**src/rtl/multicycle_control.sv**
```systemverilog
// Sequencing controller for the multicycle RV32I core.
// A Moore FSM steps each instruction through fetch, decode, execute, memory and
// writeback. In each step it drives the datapath mux selects, the write enables
// and the 2-bit Aluop for the ALU decoder.
//
// Ports:
//   clk, rst_n          clock and synchronous active-low reset
//   op                  opcode Instr[6:0] from the instruction register
//   Zero                ALU zero flag (qualifies beq)
//   mem_ready           memory finished the current access this cycle
//   PCWrite, AdrSrc, MemWrite, IRWrite, ResultSrc, ALUSrcA, ALUSrcB,
//   RegWrite, Aluop     datapath controls
//   Illegal             one-cycle pulse in DECODE for an unsupported opcode
//   State               current state, for debug
module multicycle_control #(
  parameter int unsigned STATE_W = 4
) (
  input  logic               clk,
  input  logic               rst_n,
  input  logic [6:0]         op,
  input  logic               Zero,
  input  logic               mem_ready,
  output logic               PCWrite,
  output logic               AdrSrc,
  output logic               MemWrite,
  output logic               IRWrite,
  output logic [1:0]         ResultSrc,
  output logic [1:0]         ALUSrcA,
  output logic [1:0]         ALUSrcB,
  output logic               RegWrite,
  output logic [1:0]         Aluop,
  output logic               Illegal,
  output logic [STATE_W-1:0] State
);

  localparam logic [6:0] OpLw   = 7'b0000011;
  localparam logic [6:0] OpSw   = 7'b0100011;
  localparam logic [6:0] OpR    = 7'b0110011;
  localparam logic [6:0] OpI    = 7'b0010011;
  localparam logic [6:0] OpJal  = 7'b1101111;
  localparam logic [6:0] OpBeq  = 7'b1100011;

  typedef enum logic [3:0] {
    StFetch    = 4'd0,
    StDecode   = 4'd1,
    StMemAdr   = 4'd2,
    StMemRead  = 4'd3,
    StMemWb    = 4'd4,
    StMemWrite = 4'd5,
    StExecR    = 4'd6,
    StAluWb    = 4'd7,
    StExecI    = 4'd8,
    StJal      = 4'd9,
    StBeq      = 4'd10
  } state_e;

  state_e state_q, state_d;

  logic pc_update, branch;
  logic mem_write_raw, ir_write_raw, reg_write_raw, illegal_raw;

  always_ff @(posedge clk) begin
    if (!rst_n) begin
      state_q <= StFetch;
    end else begin
      state_q <= state_d;
    end
  end

  always_comb begin
    state_d       = state_q;
    AdrSrc        = 1'b0;
    ResultSrc     = 2'b00;
    ALUSrcA       = 2'b00;
    ALUSrcB       = 2'b00;
    Aluop         = 2'b00;
    pc_update     = 1'b0;
    branch        = 1'b0;
    mem_write_raw = 1'b0;
    ir_write_raw  = 1'b0;
    reg_write_raw = 1'b0;
    illegal_raw   = 1'b0;

    case (state_q)
      StFetch: begin
        // PC + 4 goes straight from the ALU into the PC.
        ALUSrcB      = 2'b10;
        ResultSrc    = 2'b10;
        ir_write_raw = mem_ready;
        pc_update    = mem_ready;
        if (mem_ready) state_d = StDecode;
      end
      StDecode: begin
        // OldPC + imm: branch target precomputed into ALUOut.
        ALUSrcA = 2'b01;
        ALUSrcB = 2'b01;
        case (op)
          OpLw, OpSw: state_d = StMemAdr;
          OpR:        state_d = StExecR;
          OpI:        state_d = StExecI;
          OpJal:      state_d = StJal;
          OpBeq:      state_d = StBeq;
          default: begin
            state_d     = StFetch;
            illegal_raw = 1'b1;
          end
        endcase
      end
      StMemAdr: begin
        ALUSrcA = 2'b10;
        ALUSrcB = 2'b01;
        state_d = (op == OpLw) ? StMemRead : StMemWrite;
      end
      StMemRead: begin
        AdrSrc = 1'b1;
        if (mem_ready) state_d = StMemWb;
      end
      StMemWb: begin
        ResultSrc     = 2'b01;
        reg_write_raw = 1'b1;
        state_d       = StFetch;
      end
      StMemWrite: begin
        // Strobe held through every stall cycle until memory accepts.
        AdrSrc        = 1'b1;
        mem_write_raw = 1'b1;
        if (mem_ready) state_d = StFetch;
      end
      StExecR: begin
        ALUSrcA = 2'b10;
        Aluop   = 2'b10;
        state_d = StAluWb;
      end
      StExecI: begin
        ALUSrcA = 2'b10;
        ALUSrcB = 2'b01;
        Aluop   = 2'b10;
        state_d = StAluWb;
      end
      StAluWb: begin
        reg_write_raw = 1'b1;
        state_d       = StFetch;
      end
      StJal: begin
        // ALU forms OldPC + 4 for rd while ALUOut (target) loads the PC.
        ALUSrcA   = 2'b01;
        ALUSrcB   = 2'b10;
        pc_update = 1'b1;
        state_d   = StAluWb;
      end
      StBeq: begin
        ALUSrcA = 2'b10;
        Aluop   = 2'b01;
        branch  = 1'b1;
        state_d = StFetch;
      end
      default: state_d = StFetch;
    endcase
  end

  // Write enables are suppressed during reset so an abandoned instruction
  // cannot commit anything in the reset cycle.
  assign PCWrite  = rst_n & ((branch & Zero) | pc_update);
  assign MemWrite = rst_n & mem_write_raw;
  assign IRWrite  = rst_n & ir_write_raw;
  assign RegWrite = rst_n & reg_write_raw;
  assign Illegal  = rst_n & illegal_raw;
  assign State    = STATE_W'(state_q);

endmodule

```
**config.mk**
```make
export PLATFORM = sky130hd
export DESIGN_NAME = multicycle_control
export DESIGN_NICKNAME = d
export VERILOG_FILES = /design/src/rtl/multicycle_control.sv
export SDC_FILE = /design/constraint.sdc
export NUM_CORES = 1
export LEC_CHECK = 0
export ABC_AREA = 0
export ABC_CLOCK_PERIOD_IN_PS = 2100
export BUFFER_PORTS_ARGS = -buffer_cell sky130_fd_sc_hd__buf_2
export CELL_PAD_IN_SITES_DETAIL_PLACEMENT = 2
export CELL_PAD_IN_SITES_GLOBAL_PLACEMENT = 2
export CORE_MARGIN = 1
export CORE_UTILIZATION = 23
export CTS_BUF_LIST = sky130_fd_sc_hd__clkbuf_16
export DETAILED_ROUTE_END_ITERATION = 6
export MAX_ROUTING_LAYER = met4
export PLACE_DENSITY = 0.88
export SYNTH_ARGS = -nofsm -noshare
export SYNTH_HDL_FRONTEND = slang
export SYNTH_SLANG_ARGS = --single-unit
export TNS_END_PERCENT = 20
```
**constraint.sdc**
```tcl
create_clock -name clk -period 2.1 [get_ports clk]
set_input_delay 0.315 -clock clk [delete_from_list [all_inputs] [get_ports clk]]
set_output_delay 0.315 -clock clk [all_outputs]
set_load 0.05 [all_outputs]
```
==> results.json, run 1 <==
{
  "outcome": "finished clean",
  "max_cap_violations": 0,
  "dp.cells": 139,
  "stdcell_count": 142,
  "via_per_inst": 5.34,
  "start_kind": "register",
  "crit_required_ns": 1.78,
  "clk_latency_ns": 0.23,
  "syn_to_final_growth_pct": 48.7,
  "setup-violations-final": 0,
  "core_area_mm2": 0.00225,
  "grt_start_max_net_pins": 20,
  "fin_crit_ns": 1.95,
  "worstSetupPathType": "register to primary output",
  "path_delay_family": "simple AND/OR/NAND/NOR gates",
  "end_kind": "primary output",
  "synth_fp_nets": 97,
  "yosysUniqueCellTypes": 37,
  "max-clock-path-buffers": 2,
  "drc": 0,
  "min_period_over_period_pct": 93.0,
  "dr_total_vias": 758,
  "cts_tree": "done",
  "grt_pass1_wl_mm": 3.54,
  "num_antenna_cells": 0,
  "clock_sinks": 4,
  "cts_buffers": 3,
  "fillers": 299,
  "cp_num_cells": 5,
  "synthCells": 86,
  "fin_total_pwr_w": 0.000518,
  "start_util_pct": 25.1,
  "skew_ns": 0.00229,
  "leakage_nw": 0.411,
  "post-dp-hpwl_mm": 1.78,
  "wl_per_cell_um": 15.7,
  "fin_nets": 127,
  "largest_register_ffs": 4,
  "seq_area_frac_synth_pct": 14.2,
  "port_buffers": 28,
  "path_clk_slew_ns": 0.03,
  "wl_mm": 2.23,
  "final_max_slew_viol_count": 0,
  "cts_resized": 0,
  "syn_area_per_cell_um2": 6.58,
  "cts_setup_buffers": 0,
  "crit_fanout": 9,
  "drive_gt1_share_pct": 39.5,
  "fp.dieW_um": 51.6,
  "cp.arrival_ns": 1.64,
  "synth_warnings": 0,
  "dr.pass1.iters": 3,
  "crit_slowest_cell": "dfxtp_1",
  "antenna_found_initial": 0,
  "vdd_drop_max_v": 0.000420,
  "cts_root_buf": "clkbuf_16",
  "ant_nets": 0,
  "gp_congestion": 0.872,
  "rsz0062_at_grt": "false",
  "whs_path_depth": 3,
  "grt_use_total_pct": 18.5,
  "worstMarginPinSlew_ns": 0.554,
  "max_stage_delay_ns": 0.51,
  "htreeDepth": 1,
  "cp_num_buf_inv": 1,
  "pwr_density_cell_mw_per_mm2": 616,
  "hold_violations": 0,
  "r2r_cells": 5,
  "num_io_pins": 29,
  "fp.dieH_um": 51.6,
  "grt-ovfl-total": 0,
  "max_freq_mhz": 512,
  "netlist_area_um2": 566,
  "cts_hold_buf": 0,
  "synth-seq-cells": 4,
  "min_path_type": "input port to register",
  "drt_iter0_markers": 1,
  "grt_pass1_vias": 764,
  "rows": 17,
  "die_area_mm2": 0.00266,
  "crit_chain": "nor2b_1, or2_1, o21ai_1, nor2_1, buf_2",
  "relSlewSlack_pct": 63.0
}
cell type report:
type	instances	area (um2)	area share, %
inverter	3	11.3	1.34
clock buffer	3	75.1	8.93
timing repair buffer	32	170	20.2
tap	28	35.0	4.17
multi-input combinational	72	468	55.7
sequential	4	81.3	9.67
synthesized netlist by cell type, drive strengths merged:
cell type / number / area share, %
o21a: 1 / 1.3
nor3: 4 / 3.5
xnor2: 1 / 1.5
o31ai: 1 / 1.3
nand2: 7 / 4.6
nor2b: 6 / 8.0
a31oi: 1 / 1.1
and4bb: 1 / 2.2
and3: 4 / 4.6
clkbuf: 1 / 0.66
o21ai: 5 / 4.4
nor2: 10 / 6.6
o22ai: 1 / 1.1
nor4: 2 / 3.3
buf: 6 / 6.2
o21bai: 1 / 1.3
a22o: 1 / 1.5
a211oi: 2 / 2.7
o211a: 1 / 1.8
nor4bb: 1 / 1.8
inv: 3 / 2.0
a41oi: 1 / 1.5
nand3: 2 / 1.8
and3b: 1 / 1.8
a21oi: 10 / 8.8
or4: 1 / 1.3
nand3b: 1 / 1.3
a21boi: 2 / 2.7
o311ai: 1 / 1.5
or2: 1 / 1.1
dfxtp: 4 / 14
nand2b: 2 / 2.2
layer usage:
metal	vias to the layer above	track usage (%)	part of all wire, %
met5	-	-	0
met4	0	6.31	1.2
met3	2	2.92	4.1
met2	24	33.5	50
met1	359	20.4	45
li1	373	-	-
worst register-to-register path, stage by stage, from the launching register on:
cell      delay [ns]
dfxtp_1         0.47
buf_4           0.25
nor4bb_1        0.33
nand3_1         0.13
a21oi_1         0.15
o211a_1         0.16
per-stage QoR:
step / hold slack (ns) / util (%) / setup TNS (ns) / setup WS, ns / area [um2]
after floorplan: 0.432 / - / -1.16 / -0.334 / 599
after global placement: 0.607 / 34.0 / 0 / 0.417 / 766
after detailed placement: 0.618 / 34.0 / 0 / 0.365 / 766
after CTS: 0.390 / 37.3 / 0 / 0.117 / 841
after global routing: 0.402 / 37.3 / 0 / 0.0423 / 841
final: 0.385 / 37.3 / 0 / 0.146 / 841
kinds of logic (layout without fill, tap and decap cells):
family | count (synthesis) | count (layout) | share of synthesized area [%]
compound gates | 28 | 28 | 31.2
buf+inv | 10 | 38 | 8.85
simple gates | 43 | 43 | 44.3
flops | 4 | 4 | 14.2
xor+xnor | 1 | 1 | 1.55
worst paths after layout:
check | start | to | slack, ns
worst max-delay path | State[1] | ALUSrcB[0] | 0.15
worst min register to register | State[0] | State[3] | 0.73
worst min-delay path | op[0] | State[3] | 0.38
worst max register to register | State[2] | State[2] | 0.55
where the power goes:
part           switching, W   total, W  internal [W]
logic             0.0000889   0.000131     0.0000420
registers         0.0000104  0.0000893     0.0000789
clock network     0.0000544   0.000298      0.000243
layout by cell type (no fill, tap or decap), types with 2 or more instances in the layout:
master | synthesis | routed
buf_4 | 2 | 4
clkbuf_16 | 0 | 3
nand2_1 | 7 | 7
nor3_2 | 0 | 2
a21oi_1 | 10 | 10
nand2b_1 | 2 | 2
nor2b_1 | 5 | 5
nor3_1 | 4 | 2
o21ai_0 | 4 | 4
nand3_1 | 2 | 2
a21boi_1 | 2 | 2
inv_1 | 3 | 3
and3_1 | 3 | 2
dfxtp_1 | 4 | 3
nor2_1 | 10 | 10
buf_2 | 4 | 28
Power figures use the tool's default switching activity.
==> run 2: changes to the inputs <==
==> constraint.sdc (replaced) <==
create_clock -name clk -period 2.1 [get_ports clk]
set_input_delay 0.42 -clock clk [delete_from_list [all_inputs] [get_ports clk]]
set_output_delay 0.42 -clock clk [all_outputs]
set_load 0.05 [all_outputs]
==> results.json, run 2 (synthesized netlist as in run 1, its figures left out) <==
{
  "rsz0062_at_grt": "false",
  "clk_latency_ns": 0.23,
  "antenna_found_initial": 0,
  "p_switching_w": 0.000157,
  "num_io_pins": 29,
  "fp.dieH_um": 51.6,
  "start_kind": "register",
  "pwr-share-seq_pct": 16.8,
  "fin_crit_ns": 1.97,
  "wl_per_cell_um": 15.5,
  "grt_pass1_vias": 787,
  "rows": 17,
  "outcome": "finished clean",
  "stdcell_area_um2": 847,
  "final_max_slew_viol_count": 0,
  "cts_hold_buf": 0,
  "port_buffers": 28,
  "dp.cells": 136,
  "combPwrFrac_pct": 25.1,
  "pwr_density_cell_mw_per_mm2": 618,
  "grt-ovfl-total": 0,
  "die_area_mm2": 0.00266,
  "crit_required_ns": 1.68,
  "cts_buffers": 3,
  "drt_iter0_markers": 4,
  "grt_pass1_wl_mm": 3.62,
  "num_antenna_cells": 0,
  "dr.pass1.iters": 4,
  "min_period_over_period_pct": 93.8,
  "worstSetupPathType": "register to primary output",
  "cts_root_buf": "clkbuf_16",
  "relSlewSlack_pct": 72.5,
  "grt_use_total_pct": 18.8,
  "cts_setup_buffers": 0,
  "stdcell_count": 140,
  "via_per_inst": 5.36,
  "post-dp-hpwl_mm": 1.72,
  "final_common_cell": "buf_2",
  "crit_chain": "nor2_1, nand3_1, nor3_2, buf_2",
  "ant_nets": 0,
  "path_clk_slew_ns": 0.03,
  "skew_ns": 0.00394,
  "min_path_type": "input port to register",
  "drc": 0,
  "cp.arrival_ns": 1.55,
  "hold_violations": 0,
  "crit_fanout": 13,
  "core_area_mm2": 0.00225,
  "worstMarginPinSlew_ns": 0.413,
  "dr_total_vias": 750,
  "mostFrequentLayoutCells": "buf_2 (28), nor2_1 (10), a21oi_1 (9)",
  "p_sw_share_pct": 30.0,
  "end_kind": "primary output",
  "syn_to_final_growth_pct": 49.8,
  "placed_area_um2": 766,
  "max-clock-path-buffers": 2,
  "fin_setup_tns_ns": 0,
  "start_util_pct": 25.1,
  "max_freq_mhz": 507,
  "setup-violations-final": 0,
  "fin_nets": 124,
  "max_cap_violations": 0,
  "leakage_nw": 0.406,
  "max_stage_delay_ns": 0.39,
  "gp_congestion": 0.720,
  "vdd_drop_max_v": 0.000293,
  "htreeDepth": 1,
  "cts_tree": "done",
  "largest_register_ffs": 4,
  "wl_mm": 2.17,
  "clock_sinks": 4,
  "intPower_w": 0.000367,
  "grt_start_max_net_pins": 21,
  "cts_resized": 0,
  "drive_gt1_share_pct": 42.0,
  "crit_slowest_cell": "dfxtp_2",
  "fp.dieW_um": 51.6,
  "pwr-share-clk_pct": 58.1
}
[run 2: layout make-up]
| type | count | area [um2] |
|---|---|---|
| fill | 279 | 1410 |
| multi-input combinational | 72 | 484 |
| timing repair buffer | 29 | 148 |
| sequential | 4 | 90.1 |
| clock buffer | 3 | 75.1 |
| tap | 28 | 35.0 |
| inverter | 3 | 11.3 |
| clock inverter | 1 | 3.75 |
[run 2: path summary, 6_finish.rpt]
| path | from | to | slack (ns) | cells past startpoint |
|---|---|---|---|---|
| worst max-delay path | State[3] | Illegal | 0.13 | 4 |
| worst min-delay path | op[0] | State[3] | 0.48 | 3 |
| worst max register to register | State[3] | State[1] | 0.64 | 4 |
| worst min register to register | State[1] | State[2] | 0.69 | 2 |
[run 2: per-stage QoR]
step / power, W / utilization [%] / setup WS [ns] / hold WS (ns)
2_1_floorplan: 0.000187 / - / -0.236 / 0.537
3_3_place_gp: 0.000218 / 34.0 / 0.380 / 0.678
3_5_place_dp: 0.000223 / 34.0 / 0.254 / 0.698
4_1_cts: 0.000529 / 37.5 / 0.103 / 0.484
5_1_grt: 0.000548 / 37.6 / 0.0180 / 0.495
6_report: 0.000524 / 37.6 / 0.129 / 0.485
[run 2: metal layers]
| layer | global-route usage [%] | up-vias | routed length, um |
|---|---|---|---|
| met3 | 2.05 | 2 | 99 |
| met2 | 34.8 | 26 | 1130 |
| li1 | - | 363 | - |
| met5 | - | - | 0 |
| met4 | 6.76 | 0 | 20 |
| met1 | 20.6 | 359 | 922 |
[run 2: power by group through the flow]
stage	registers, W	logic, W	clock network, W
after detailed placement	0.0000908	0.000133	0
after floorplan	0.0000878	0.0000991	0
after global routing	0.0000895	0.000142	0.000316
after CTS	0.0000896	0.000133	0.000307
after global placement	0.0000904	0.000128	0
final	0.0000881	0.000132	0.000304
[run 2: worst max-delay path, delay by kind of cell (launching register included)]
kind | cells | cell delay, ns
simple gates | 3 | 0.64
flops | 1 | 0.39
buf+inv | 1 | 0.29
==> run 3: changes to the inputs <==
==> constraint.sdc (replaced) <==
create_clock -name clk -period 2.1 [get_ports clk]
set_input_delay 0.21 -clock clk [delete_from_list [all_inputs] [get_ports clk]]
set_output_delay 0.21 -clock clk [all_outputs]
set_load 0.05 [all_outputs]
==> results.json, run 3 (synthesized netlist as in run 1, its figures left out) <==
{
  "multi_input_area_um2": 459,
  "pwr-share-clk_pct": 57.5,
  "grt_use_total_pct": 19.5,
  "fin_crit_ns": 1.85,
  "mostFrequentLayoutCells": "buf_2 (28), nor2_1 (10), a21oi_1 (10)",
  "fp.dieW_um": 51.6,
  "port_buffers": 28,
  "crit_fanout": 16,
  "drive_gt1_share_pct": 38.1,
  "fin_nets": 126,
  "antenna_found_initial": 0,
  "num_io_pins": 29,
  "grt_pass1_wl_mm": 3.75,
  "core_area_mm2": 0.00225,
  "post-dp-hpwl_mm": 1.68,
  "path_clk_slew_ns": 0.03,
  "crit_required_ns": 1.89,
  "rows": 17,
  "outcome": "finished clean",
  "setup-violations-final": 0,
  "start_util_pct": 25.1,
  "end_kind": "primary output",
  "gp_congestion": 0.752,
  "stdcell_area_um2": 825,
  "cts_setup_buffers": 0,
  "fin_total_pwr_w": 0.000520,
  "pwr_density_cell_mw_per_mm2": 631,
  "cts_tree": "done",
  "fp.dieH_um": 51.6,
  "grt-ovfl-total": 0,
  "clk_latency_ns": 0.22,
  "grt_pass1_vias": 795,
  "fin_setup_tns_ns": 0,
  "grt_start_max_net_pins": 17,
  "die_area_mm2": 0.00266,
  "dr.pass1.iters": 2,
  "min_period_over_period_pct": 87.9,
  "seq_area_um2": 81.3,
  "dr_total_vias": 750,
  "p_switching_w": 0.000155,
  "start_kind": "register",
  "syn_to_final_growth_pct": 45.8,
  "cts_root_buf": "clkbuf_16",
  "num_antenna_cells": 0,
  "min_path_type": "input port to register",
  "leakage_nw": 0.405,
  "ant_nets": 0,
  "cts_buffers": 3,
  "skew_ns": 0.000531,
  "max_cap_violations": 0,
  "placed_area_um2": 748,
  "htreeDepth": 1,
  "hold_violations": 0,
  "worstMarginPinSlew_ns": 0.522,
  "drc": 0,
  "clock_sinks": 4,
  "final_common_cell": "buf_2",
  "worstSetupPathType": "register to primary output",
  "wl_mm": 2.27,
  "final_max_slew_viol_count": 0,
  "fillers": 273,
  "via_per_inst": 5.32,
  "final_core_util_pct": 36.6,
  "intPower_w": 0.000365,
  "cp.arrival_ns": 1.64,
  "p_sw_share_pct": 29.8,
  "timing.reg2reg.setup_slack_ns": 0.58,
  "max-clock-path-buffers": 2,
  "largest_register_ffs": 4,
  "combPwrFrac_pct": 26.4,
  "cts_hold_buf": 0,
  "relSlewSlack_pct": 65.2,
  "drt_iter0_markers": 3,
  "vdd_drop_max_v": 0.000273,
  "wl_per_cell_um": 16.1,
  "max_freq_mhz": 541,
  "rsz0062_at_grt": "false",
  "pwr-share-seq_pct": 16.1
}
run 3: cell types whose count changed in the layout (fill, tap and decap cells not counted), sizes merged:
cell	before	now
buf	29	31
inv	4	3
run 3: through the flow:
| stage | hold slack, ns | std cells | setup WS (ns) |
|---|---|---|---|
| floorplan | 0.328 | 86 | -0.356 |
| global placement | 0.501 | 138 | 0.458 |
| detailed placement | 0.524 | 138 | 0.311 |
| CTS | 0.295 | 141 | 0.0612 |
| global route | 0.323 | 141 | 0.128 |
| finish | 0.296 | 141 | 0.253 |
run 3: final timing paths:
path                 to      from  depth (start not counted)
max reg2reg    State[2]  State[2]                          5
max          ALUSrcB[0]  State[1]                          5
min reg2reg    State[3]  State[0]                          2
min            State[0]     rst_n                          2
run 3: power groups by stage:
stage,combinational (W),clock [W],sequential [W]
after floorplan,0.0000939,0,0.0000874
after global placement,0.000132,0,0.0000849
after global routing,0.000148,0.000308,0.0000843
final,0.000137,0.000299,0.0000838
after CTS,0.000138,0.000300,0.0000838
after detailed placement,0.000137,0,0.0000848
run 3: repair_timing:
item                                   in CTS  in global routing
gates resized for setup                     0                  1
endpoints found under the hold margin       0                  0
setup endpoints to repair                   0                  1
run 3: layout make-up:
type,instances,area share [%]
Tap cell,28,4.25
Multi-Input combinational cell,72,55.7
Inverter,3,1.37
Timing Repair Buffer,31,19.7
Sequential cell,4,9.86
Clock buffer,3,9.10
run 3: critical path, stage by stage (launching register included):
cell	delay, ns
dfxtp_2	0.50
nor2b_1	0.27
or2_1	0.19
o21ai_1	0.07
nor2_1	0.10
buf_2	0.28
run 3: per-layer routing:
| metal | global-route usage, % | up-vias | part of all wire [%] |
|---|---|---|---|
| met5 | - | - | 0 |
| met4 | 8.11 | 0 | 1.0 |
| met3 | 1.17 | 2 | 4.2 |
| met2 | 35.3 | 25 | 51 |
| met1 | 22.3 | 359 | 44 |
| li1 | - | 364 | - |
